==> src/rtl/mmio_store_monitor.sv <==
// mmio_store_monitor
// Store sink on the processor data bus. Stores to LOG_ADR are queued in a
// small FIFO and drained over a valid/ready port. A store to DONE_ADR ends
// the run and latches a pass/fail verdict (written value vs EXPECT).
// DEPTH must be a power of two and at least 2.

module mmio_store_monitor #(
    parameter int unsigned DEPTH    = 8,
    parameter logic [31:0] LOG_ADR  = 32'h0000_0080,
    parameter logic [31:0] DONE_ADR = 32'h0000_004C,
    parameter logic [31:0] EXPECT   = 32'h0000_0005
) (
    input  logic                     clk,
    input  logic                     reset,
    input  logic [31:0]              adr,
    input  logic [31:0]              writedata,
    input  logic                     memwrite,
    output logic                     out_valid,
    output logic [31:0]              out_data,
    input  logic                     out_ready,
    output logic [$clog2(DEPTH):0]   count,
    output logic                     overflow,
    output logic                     done,
    output logic                     pass
);

    localparam int unsigned AW = $clog2(DEPTH);
    localparam int unsigned CW = AW + 1;

    localparam logic [AW-1:0] PTR_ONE  = AW'(32'd1);
    localparam logic [CW-1:0] CNT_ZERO = CW'(32'd0);
    localparam logic [CW-1:0] CNT_ONE  = CW'(32'd1);
    localparam logic [CW-1:0] CNT_FULL = CW'(DEPTH);

    typedef enum logic [0:0] {
        ST_RUN  = 1'b0,
        ST_HALT = 1'b1
    } state_t;

    // Registered state
    state_t          state_q,     state_d;
    logic [AW-1:0]   wr_ptr_q,    wr_ptr_d;
    logic [AW-1:0]   rd_ptr_q,    rd_ptr_d;
    logic [CW-1:0]   count_q,     count_d;
    logic [31:0]     mem_q [DEPTH];
    logic [31:0]     mem_d [DEPTH];
    logic [31:0]     out_data_q,  out_data_d;
    logic            out_valid_q, out_valid_d;
    logic            overflow_q,  overflow_d;
    logic            done_q,      done_d;
    logic            pass_q,      pass_d;

    // Decoded per-cycle events
    logic            log_hit_s;
    logic            done_hit_s;
    logic            pop_s;
    logic            full_s;
    logic            push_ok_s;
    logic            drop_s;

    // Classify the current bus cycle: log store, done store, pop, drop.
    // The done address wins over the log address so a terminating store is
    // never queued, even when both addresses are configured equal.
    always_comb begin
        log_hit_s  = 1'b0;
        done_hit_s = 1'b0;
        if (memwrite && (state_q == ST_RUN)) begin
            done_hit_s = (adr == DONE_ADR);
            log_hit_s  = (adr == LOG_ADR) && (adr != DONE_ADR);
        end else begin
            done_hit_s = 1'b0;
            log_hit_s  = 1'b0;
        end
        pop_s     = out_valid_q && out_ready;
        full_s    = (count_q == CNT_FULL);
        // A pop at the same edge frees the slot, so a full FIFO still accepts.
        push_ok_s = log_hit_s && (!full_s || pop_s);
        drop_s    = log_hit_s && full_s && !pop_s;
    end

    // Run/halt state machine and the done/pass verdict.
    always_comb begin
        state_d = state_q;
        done_d  = done_q;
        pass_d  = pass_q;
        case (state_q)
            ST_RUN: begin
                if (done_hit_s) begin
                    state_d = ST_HALT;
                    done_d  = 1'b1;
                    pass_d  = (writedata == EXPECT);
                end else begin
                    state_d = ST_RUN;
                end
            end
            ST_HALT: begin
                state_d = ST_HALT;
            end
            default: begin
                state_d = ST_RUN;
            end
        endcase
    end

    // FIFO datapath: storage, pointers, occupancy, overflow and the head
    // register. The head is taken from the post-write storage image so a
    // word pushed into an empty FIFO appears on out_data right after the edge.
    always_comb begin
        mem_d      = mem_q;
        wr_ptr_d   = wr_ptr_q;
        rd_ptr_d   = rd_ptr_q;
        count_d    = count_q;
        overflow_d = overflow_q;

        if (push_ok_s) begin
            mem_d[wr_ptr_q] = writedata;
            wr_ptr_d        = wr_ptr_q + PTR_ONE;
        end else begin
            wr_ptr_d = wr_ptr_q;
        end

        if (pop_s) begin
            rd_ptr_d = rd_ptr_q + PTR_ONE;
        end else begin
            rd_ptr_d = rd_ptr_q;
        end

        case ({push_ok_s, pop_s})
            2'b10:   count_d = count_q + CNT_ONE;
            2'b01:   count_d = count_q - CNT_ONE;
            default: count_d = count_q;
        endcase

        if (drop_s) begin
            overflow_d = 1'b1;
        end else begin
            overflow_d = overflow_q;
        end

        out_valid_d = (count_d != CNT_ZERO);
        // When empty the last presented word is held; consumers qualify
        // with out_valid.
        if (count_d != CNT_ZERO) begin
            out_data_d = mem_d[rd_ptr_d];
        end else begin
            out_data_d = out_data_q;
        end
    end

    // Control and output registers; reset clears everything asynchronously.
    always_ff @(posedge clk or negedge reset) begin
        if (!reset) begin
            state_q     <= ST_RUN;
            wr_ptr_q    <= '0;
            rd_ptr_q    <= '0;
            count_q     <= CNT_ZERO;
            out_data_q  <= 32'h0000_0000;
            out_valid_q <= 1'b0;
            overflow_q  <= 1'b0;
            done_q      <= 1'b0;
            pass_q      <= 1'b0;
        end else begin
            state_q     <= state_d;
            wr_ptr_q    <= wr_ptr_d;
            rd_ptr_q    <= rd_ptr_d;
            count_q     <= count_d;
            out_data_q  <= out_data_d;
            out_valid_q <= out_valid_d;
            overflow_q  <= overflow_d;
            done_q      <= done_d;
            pass_q      <= pass_d;
        end
    end

    // FIFO storage; cleared on reset so no stale word survives a restart.
    always_ff @(posedge clk or negedge reset) begin
        if (!reset) begin
            for (int i = 0; i < int'(DEPTH); i++) begin
                mem_q[i] <= 32'h0000_0000;
            end
        end else begin
            for (int i = 0; i < int'(DEPTH); i++) begin
                mem_q[i] <= mem_d[i];
            end
        end
    end

    assign out_valid = out_valid_q;
    assign out_data  = out_data_q;
    assign count     = count_q;
    assign overflow  = overflow_q;
    assign done      = done_q;
    assign pass      = pass_q;

endmodule

==> config.mk <==
export PLATFORM = sky130hd
export DESIGN_NAME = mmio_store_monitor
export DESIGN_NICKNAME = d
export VERILOG_FILES = /design/src/rtl/mmio_store_monitor.sv
export SDC_FILE = /design/constraint.sdc
export NUM_CORES = 1
export LEC_CHECK = 0
export ABC_AREA = 1
export BUFFER_PORTS_ARGS = -buffer_cell sky130_fd_sc_hd__buf_2
export CORE_UTILIZATION = 45
export DETAILED_ROUTE_END_ITERATION = 8
export GPL_ROUTABILITY_DRIVEN = 0
export HOLD_SLACK_MARGIN = 0.03
export PLACE_DENSITY = 0.63
export SYNTH_ARGS = -nofsm -noshare
export SYNTH_HDL_FRONTEND = slang
export SYNTH_SLANG_ARGS = --single-unit
==> constraint.sdc <==
create_clock -name clk -period 3.2 [get_ports clk]
set_input_delay 0.64 -clock clk [delete_from_list [all_inputs] [get_ports clk]]
set_output_delay 0.64 -clock clk [all_outputs]
set_load 0.05 [all_outputs]
==> flow_summary.yaml, run 1 <==
placed_design:
  numPortBuffers: 107
  dpl.hpwl_um: 35600
  place_area_um2: 19800
clock_network:
  ctsHoldBuffers: 0
  clkTransAtPathRegs_ns: 0.06
  clock_path_buffers: 3
  cts_tree: "done"
  clock_latency_ns: 0.53
  cts_sinks: 303
  cts-buffers-inserted: 36
  clockRootBuffer: "clkbuf_16"
  ctsHtreeMaxLevel: 2
synthesis:
  synth-compound-area-share_pct: 7.48
  synthXorXnorAreaFrac_pct: 0.397
  synth_warnings: 0
  synth_top_family_by_area: "simple AND/OR/NAND/NOR gates"
  syn-cell-area_um2: 17600
  synth_cells: 2494
  synth_area_per_cell_um2: 7.08
  synth-adder-area-share_pct: 0.355
  yosysUniqueCellTypes: 26
  synthMuxAreaShare_pct: 0.121
  synth_seq_cells: 303
  syn_nets: 2567
  yosysSeqAreaShare_pct: 43.0
  synth-simple-area-share_pct: 42.4
route:
  routed_wl_um: 63800
  drt_iter0_markers: 1896
  drtPass1Iterations: 6
  routedWlPerCell_um: 20.2
  viasPerCell: 6.13
  ant_nets: 0
  route.vias.total: 19301
  drc: 0
finish:
  fin_util_pct: 54.9
  drive_gt1_share_pct: 14.4
  fin_area_um2: 21200
  nets: 2680
  nFillCells: 3599
  diodes: 0
  mostFrequentLayoutCells: "nand2_1, nand3_1, dfrtp_1, nand4_1, o21ai_0"
  area_growth_pct: 20.3
  mostFrequentLayoutCell: "nand2_1"
sta:
  finalCriticalPeriod_ns: 2.97
  fin_tns_setup_ns: 0
  hold_viol_final: 0
  period_share_pct: 92.7
  fin_worst_skew_ns: 0.0180
  slew_headroom_pct: 40.3
  worst_pin_slew_ns: 0.896
  rsz0062_at_grt: "no"
  setup_viol: 0
  slew_violations: 0
  max_freq_ghz: 0.337
global_routing:
  antenna_found_initial: 0
  grt_use_total_pct: 31.5
  grt_max_degree: 155
  grt-ovfl-total: 0
  grt_pass1_wl_um: 99600
  grt_pass1_vias: 18249
job:
  maxCapViolations: 0
die:
  dieArea_um2: 40000
  die_h_um: 200
  io_pins: 108
  rows: 72
  start_util_pct: 45.7
  core_area_um2: 38600
  die_x_um: 200
critical_path:
  reg2reg_slack_ns: 0.46
  r2r-end: "out_data[26]$_DFFE_PN0P_"
  cpLargestDelayFamily: "simple AND/OR/NAND/NOR gates"
  critPathSlowestCell: "nor4_4"
  worstPathCellList: "buf_2 > nor2_1 > nand2_1 > nor2_2 > nand2_1 > inv_1 > nand2_2 > nor4_4 > nand2_2 > ha_4 > buf_4 > xnor2_1 > nor2_1 > a31o_2 > nand3_1 > nand2_1 > nand3_4 > buf_12 > clkinv_8 > clkbuf_16 > nand2_1 > nand2_1"
  reg2regPathDepth: 12
  worstPathBufferInverterCount: 6
  setup.worst_path.end: "out_data[2]$_DFFE_PN0P_"
  crit_cells: 22
  worstReg2RegStart: "count[1]$_DFF_PN0_"
  worstPathArrival_ns: 3.38
  crit_required_ns: 3.61
  crit_start: "adr[24]"
  worstSetupPathType: "primary input to flop"
  crit_fanout: 6
  path_common_cell: "nand2_1"
  slowest_delay_ns: 0.30
  start_kind: "primary input"
  worst_setup_path_end_kind: "flop"
pwr:
  switching_share_pct: 22.3
  power.leakage_nw: 10.9
  p_int_w: 0.00641
  p_switching_w: 0.00185
  max-vdd-ir-drop_uv: 281
  seqPwrFrac_pct: 46.4
  power_density_nw_per_um2: 389
  power_frac_clock_pct: 50.8
  pwr-share-comb_pct: 2.8
min_path:
  hp-class: "primary input to async pin"
run_status:
  status: "finished, final reports clean"
logic make-up after synthesis:
kind of cell / after synthesis
buffers and inverters: 268
adders and majority gates: 5
xor gates and xnor gates: 8
DFF: 303
muxes: 2
and+or+nand+nor: 1646
AOI/OAI and AO/OA: 262
how the worst min path moves through the flow:
stage	cells past startpoint	end	slack, ns	from
2_1_floorplan	0	count[0]$_DFF_PN0_	0.34	reset
3_3_place_gp	2	state_q$_DFF_PN0_	0.45	state_q$_DFF_PN0_
3_5_place_dp	2	done$_DFFE_PN0P_	0.45	done$_DFFE_PN0P_
4_1_cts	1	mem_q[180]$_DFF_PN0_	0.13	reset
5_1_grt	1	mem_q[52]$_DFF_PN0_	0.15	reset
6_report	1	mem_q[148]$_DFF_PN0_	0.1	reset
per-stage QoR:
stage | setup WS (ns) | hold WS, ns | total power [W] | std cells
6_report | 0.233 | 0.0965 | 0.00826 | 3150
5_1_grt | 0.0204 | 0.153 | 0.00847 | 3150
4_1_cts | 0.163 | 0.132 | 0.00831 | 3141
3_5_place_dp | -0.374 | 0.450 | 0.00413 | 3078
3_3_place_gp | -0.283 | 0.447 | 0.00413 | 3078
2_1_floorplan | 0.0200 | 0.344 | 0.00395 | 2494
metal layers:
layer,GRT usage [%],wire length [um]
met2,50.8,29700
met4,11.8,2430
met1,43.0,26800
met5,0,0
met3,4.13,4790
final cells by class:
| cell class | count | area (um2) | area share, % |
|---|---|---|---|
| Clock buffer | 56 | 1070 | 5.03 |
| Clock inverter | 7 | 113 | 0.531 |
| Inverter | 52 | 215 | 1.01 |
| Multi-Input combinational cell | 1923 | 9140 | 43.0 |
| Sequential cell | 303 | 7590 | 35.8 |
| Tap cell | 518 | 648 | 3.05 |
| Timing Repair Buffer | 291 | 2460 | 11.6 |
synth_stat cells:
library cell / count / area [um2]
a21oi_1: 1 / 5.00
a31o_2: 1 / 8.76
buf_1: 31 / 116
buf_2: 77 / 385
clkbuf_1: 108 / 405
clkinv_1: 1 / 3.75
dfrtp_1: 303 / 7580
ha_1: 5 / 62.6
inv_1: 48 / 180
inv_2: 3 / 11.3
mux2_1: 1 / 11.3
mux2i_1: 1 / 10.0
nand2_1: 860 / 3230
nand3_1: 488 / 2440
nand3_2: 2 / 20.0
nand4_1: 261 / 1630
nand4_2: 1 / 12.5
nor2_1: 23 / 86.3
nor2_2: 1 / 6.26
nor3_1: 2 / 10.0
nor4_1: 8 / 50.1
o21ai_0: 258 / 1290
o21bai_1: 1 / 7.51
o31ai_1: 1 / 7.51
xnor2_1: 3 / 26.3
xor2_1: 5 / 43.8
flip-flops by register name (all words and copies together), names as in the netlist:
| register | cells |
|---|---|
| count | 4 |
| done | 1 |
| mem_q | 256 |
| out_data | 32 |
| out_valid | 1 |
| overflow | 1 |
| pass | 1 |
| rd_ptr_q | 3 |
| state_q | 1 |
| wr_ptr_q | 3 |
power groups by stage:
stage          Combinational (W)  Sequential (W)  Clock [W]
2_1_floorplan          0.0000444         0.00390          0
3_3_place_gp            0.000229         0.00390          0
3_5_place_dp            0.000229         0.00390          0
4_1_cts                 0.000230         0.00383    0.00425
5_1_grt                 0.000253         0.00383    0.00439
6_report                0.000229         0.00383    0.00420
what timing repair did:
action	CTS	global route
buffers inserted	0	3
setup endpoints to repair	0	33
gates resized for setup	0	20
Power figures use the tool's default switching activity.
==> inputs of run 2 (changes only) <==
--- a/config.mk
+++ b/config.mk
@@ -7,6 +7,7 @@
 export LEC_CHECK = 0
 export ABC_AREA = 1
 export BUFFER_PORTS_ARGS = -buffer_cell sky130_fd_sc_hd__buf_2
+export CORE_MARGIN = 2
 export CORE_UTILIZATION = 45
 export DETAILED_ROUTE_END_ITERATION = 8
 export GPL_ROUTABILITY_DRIVEN = 0
==> run 2 against run 1 <==
- critical path depth shrank 5
- sequential power about the same
- power increased by 5.0%
- non-clock buffer count rose by 28
- design area grew 0.99%
- die area is 2.0% higher
- via count grew 0.30%
- setup slack gained 0.047 ns
==> flow_summary.yaml, run 2 (same netlist as run 1, synthesis figures left out) <==
run_status:
  status: "finished, final reports clean"
global_routing:
  antenna_found_initial: 0
  grt_use_total_pct: 30.9
  grt_pass1_wl_um: 102000
  grt_pass1_vias: 18740
  grt_max_degree: 129
  grt-ovfl-total: 0
finish:
  diodes: 0
  mostFrequentLayoutCell: "nand2_1"
  stdcell_count: 3184
  area_growth_pct: 21.5
  nFillCells: 3607
  largest_register: "mem_q"
  fin_area_um2: 21400
  multiInputGateArea_um2: 9080
  mostFrequentLayoutCells: "nand2_1, nand3_1, dfrtp_1, nand4_1, o21ai_0"
  largest_reg_flops: 256
  nets: 2710
  final-seq-area_um2: 7590
  fin_util_pct: 55.5
  drive_gt1_share_pct: 15.1
sta:
  period_share_pct: 91.3
  worst_pin_slew_ns: 0.815
  whs_ns: 0.0727
  finalCriticalPeriod_ns: 2.92
  max_freq_ghz: 0.342
  setup_viol: 0
  hold_viol_final: 0
  rsz0062_at_grt: "no"
  fin_worst_skew_ns: 0.0224
  slew_violations: 0
  slew_headroom_pct: 45.7
route:
  viasPerCell: 6.08
  route.vias.total: 19358
  routedWlPerCell_um: 20.0
  ant_nets: 0
  drt_iter0_markers: 2251
  drtPass1Iterations: 6
  routed_wl_um: 63600
  drc: 0
die:
  rows: 72
  die_x_um: 202
  die_h_um: 202
  dieArea_um2: 40800
  core_area_um2: 38600
  start_util_pct: 45.7
  io_pins: 108
clock_network:
  clock_latency_ns: 0.57
  cts_sinks: 303
  clockRootBuffer: "clkbuf_16"
  clock_path_buffers: 3
  ctsHtreeMaxLevel: 2
  clkTransAtPathRegs_ns: 0.06
  cts_tree: "done"
  cts-buffers-inserted: 38
placed_design:
  numPortBuffers: 107
  placed_cells: 3113
  dpl.hpwl_um: 35500
  place_area_um2: 20100
critical_path:
  crit_required_ns: 3.63
  worst_setup_path_end_kind: "flop"
  worstPathCellList: "inv_1 > nand2_1 > nor4_2 > buf_4 > nand2_1 > ha_1 > xor2_1 > ha_1 > a21oi_2 > xnor2_1 > o21ai_1 > nor3_2 > nand3_2 > buf_4 > buf_4 > nand3_1 > nand2_1"
  worstPathBufferInverterCount: 4
  cpLargestDelayFamily: "simple AND/OR/NAND/NOR gates"
  worstPathArrival_ns: 3.35
  worstSetupPathType: "flop to flop"
  crit_fanout: 10
  critPathSlowestCell: "dfrtp_1"
  slowest_delay_ns: 0.36
  start_kind: "flop"
pwr:
  power.leakage_nw: 11.1
  finalPower_w: 0.00868
  max-vdd-ir-drop_uv: 318
  power_density_nw_per_um2: 405
min_path:
  hp-class: "primary input to async pin"
job:
  maxCapViolations: 0
[run 2: changes by cell type in the layout (fill, tap and decap cells not counted), moves of 2 or more]
cell	change
nor2_1	+3
buf_4	+32
nor2_2	-3
nand2_2	-3
nand2_1	+3
ha_1	+2
[run 2: through the flow]
stage          setup WS, ns  setup TNS (ns)
2_1_floorplan        0.0200               0
3_3_place_gp         -0.367          -11.28
3_5_place_dp         -0.402          -11.72
4_1_cts               0.153               0
5_1_grt             0.00365               0
6_report              0.280               0
[run 2: area by class of cell]
| type | instances | area share, % |
|---|---|---|
| Inverter | 52 | 0.969 |
| Timing Repair Buffer | 319 | 12.1 |
| Sequential cell | 303 | 35.4 |
| Clock buffer | 61 | 5.46 |
| Multi-Input combinational cell | 1923 | 42.4 |
| Clock inverter | 8 | 0.654 |
| Tap cell | 518 | 3.02 |
[run 2: path summary, 6_finish.rpt]
kind / from / end / slack (ns) / depth (start not counted)
min: reset / mem_q[181]$_DFF_PN0_ / 0.07 / 1
max reg2reg: state_q$_DFF_PN0_ / out_data[21]$_DFFE_PN0P_ / 0.28 / 17
max: state_q$_DFF_PN0_ / out_data[21]$_DFFE_PN0P_ / 0.28 / 17
min in group clk: writedata[27] / pass$_DFFE_PN0P_ / 0.42 / 4
min reg2reg: overflow$_DFFE_PN0P_ / overflow$_DFFE_PN0P_ / 0.47 / 1
max in group asynchronous: reset / count[2]$_DFF_PN0_ / 2.24 / 3
[run 2: worst reg2reg max path, stage by stage, from the launching register on]
cell     delay (ns)
dfrtp_1        0.36
inv_1          0.08
nand2_1        0.08
nor4_2         0.24
buf_4          0.15
nand2_1        0.06
ha_1           0.23
xor2_1         0.17
ha_1           0.21
a21oi_2        0.14
xnor2_1        0.14
o21ai_1        0.11
nor3_2         0.21
nand3_2        0.07
buf_4          0.19
buf_4          0.20
nand3_1        0.11
nand2_1        0.06
[run 2: metal layers]
metal	GRT usage [%]	vias to the layer above	wire length, um
li1	-	8924	-
met1	42.5	9266	26100
met2	47.9	1000	29400
met3	4.80	168	5700
met4	14.7	0	2360
met5	0	-	0
[run 2: repair_timing]
item,4_1_cts,5_1_grt
buffers inserted,0,1
gates resized for setup,0,7
hold buffers,0,0
endpoints found under the setup margin,0,32
[run 2: where the power goes]
part / switching (W) / internal [W] / total, W
clock: 0.00178 / 0.00282 / 0.00461
combinational: 0.000178 / 0.0000596 / 0.000238
sequential: 0 / 0.00383 / 0.00383
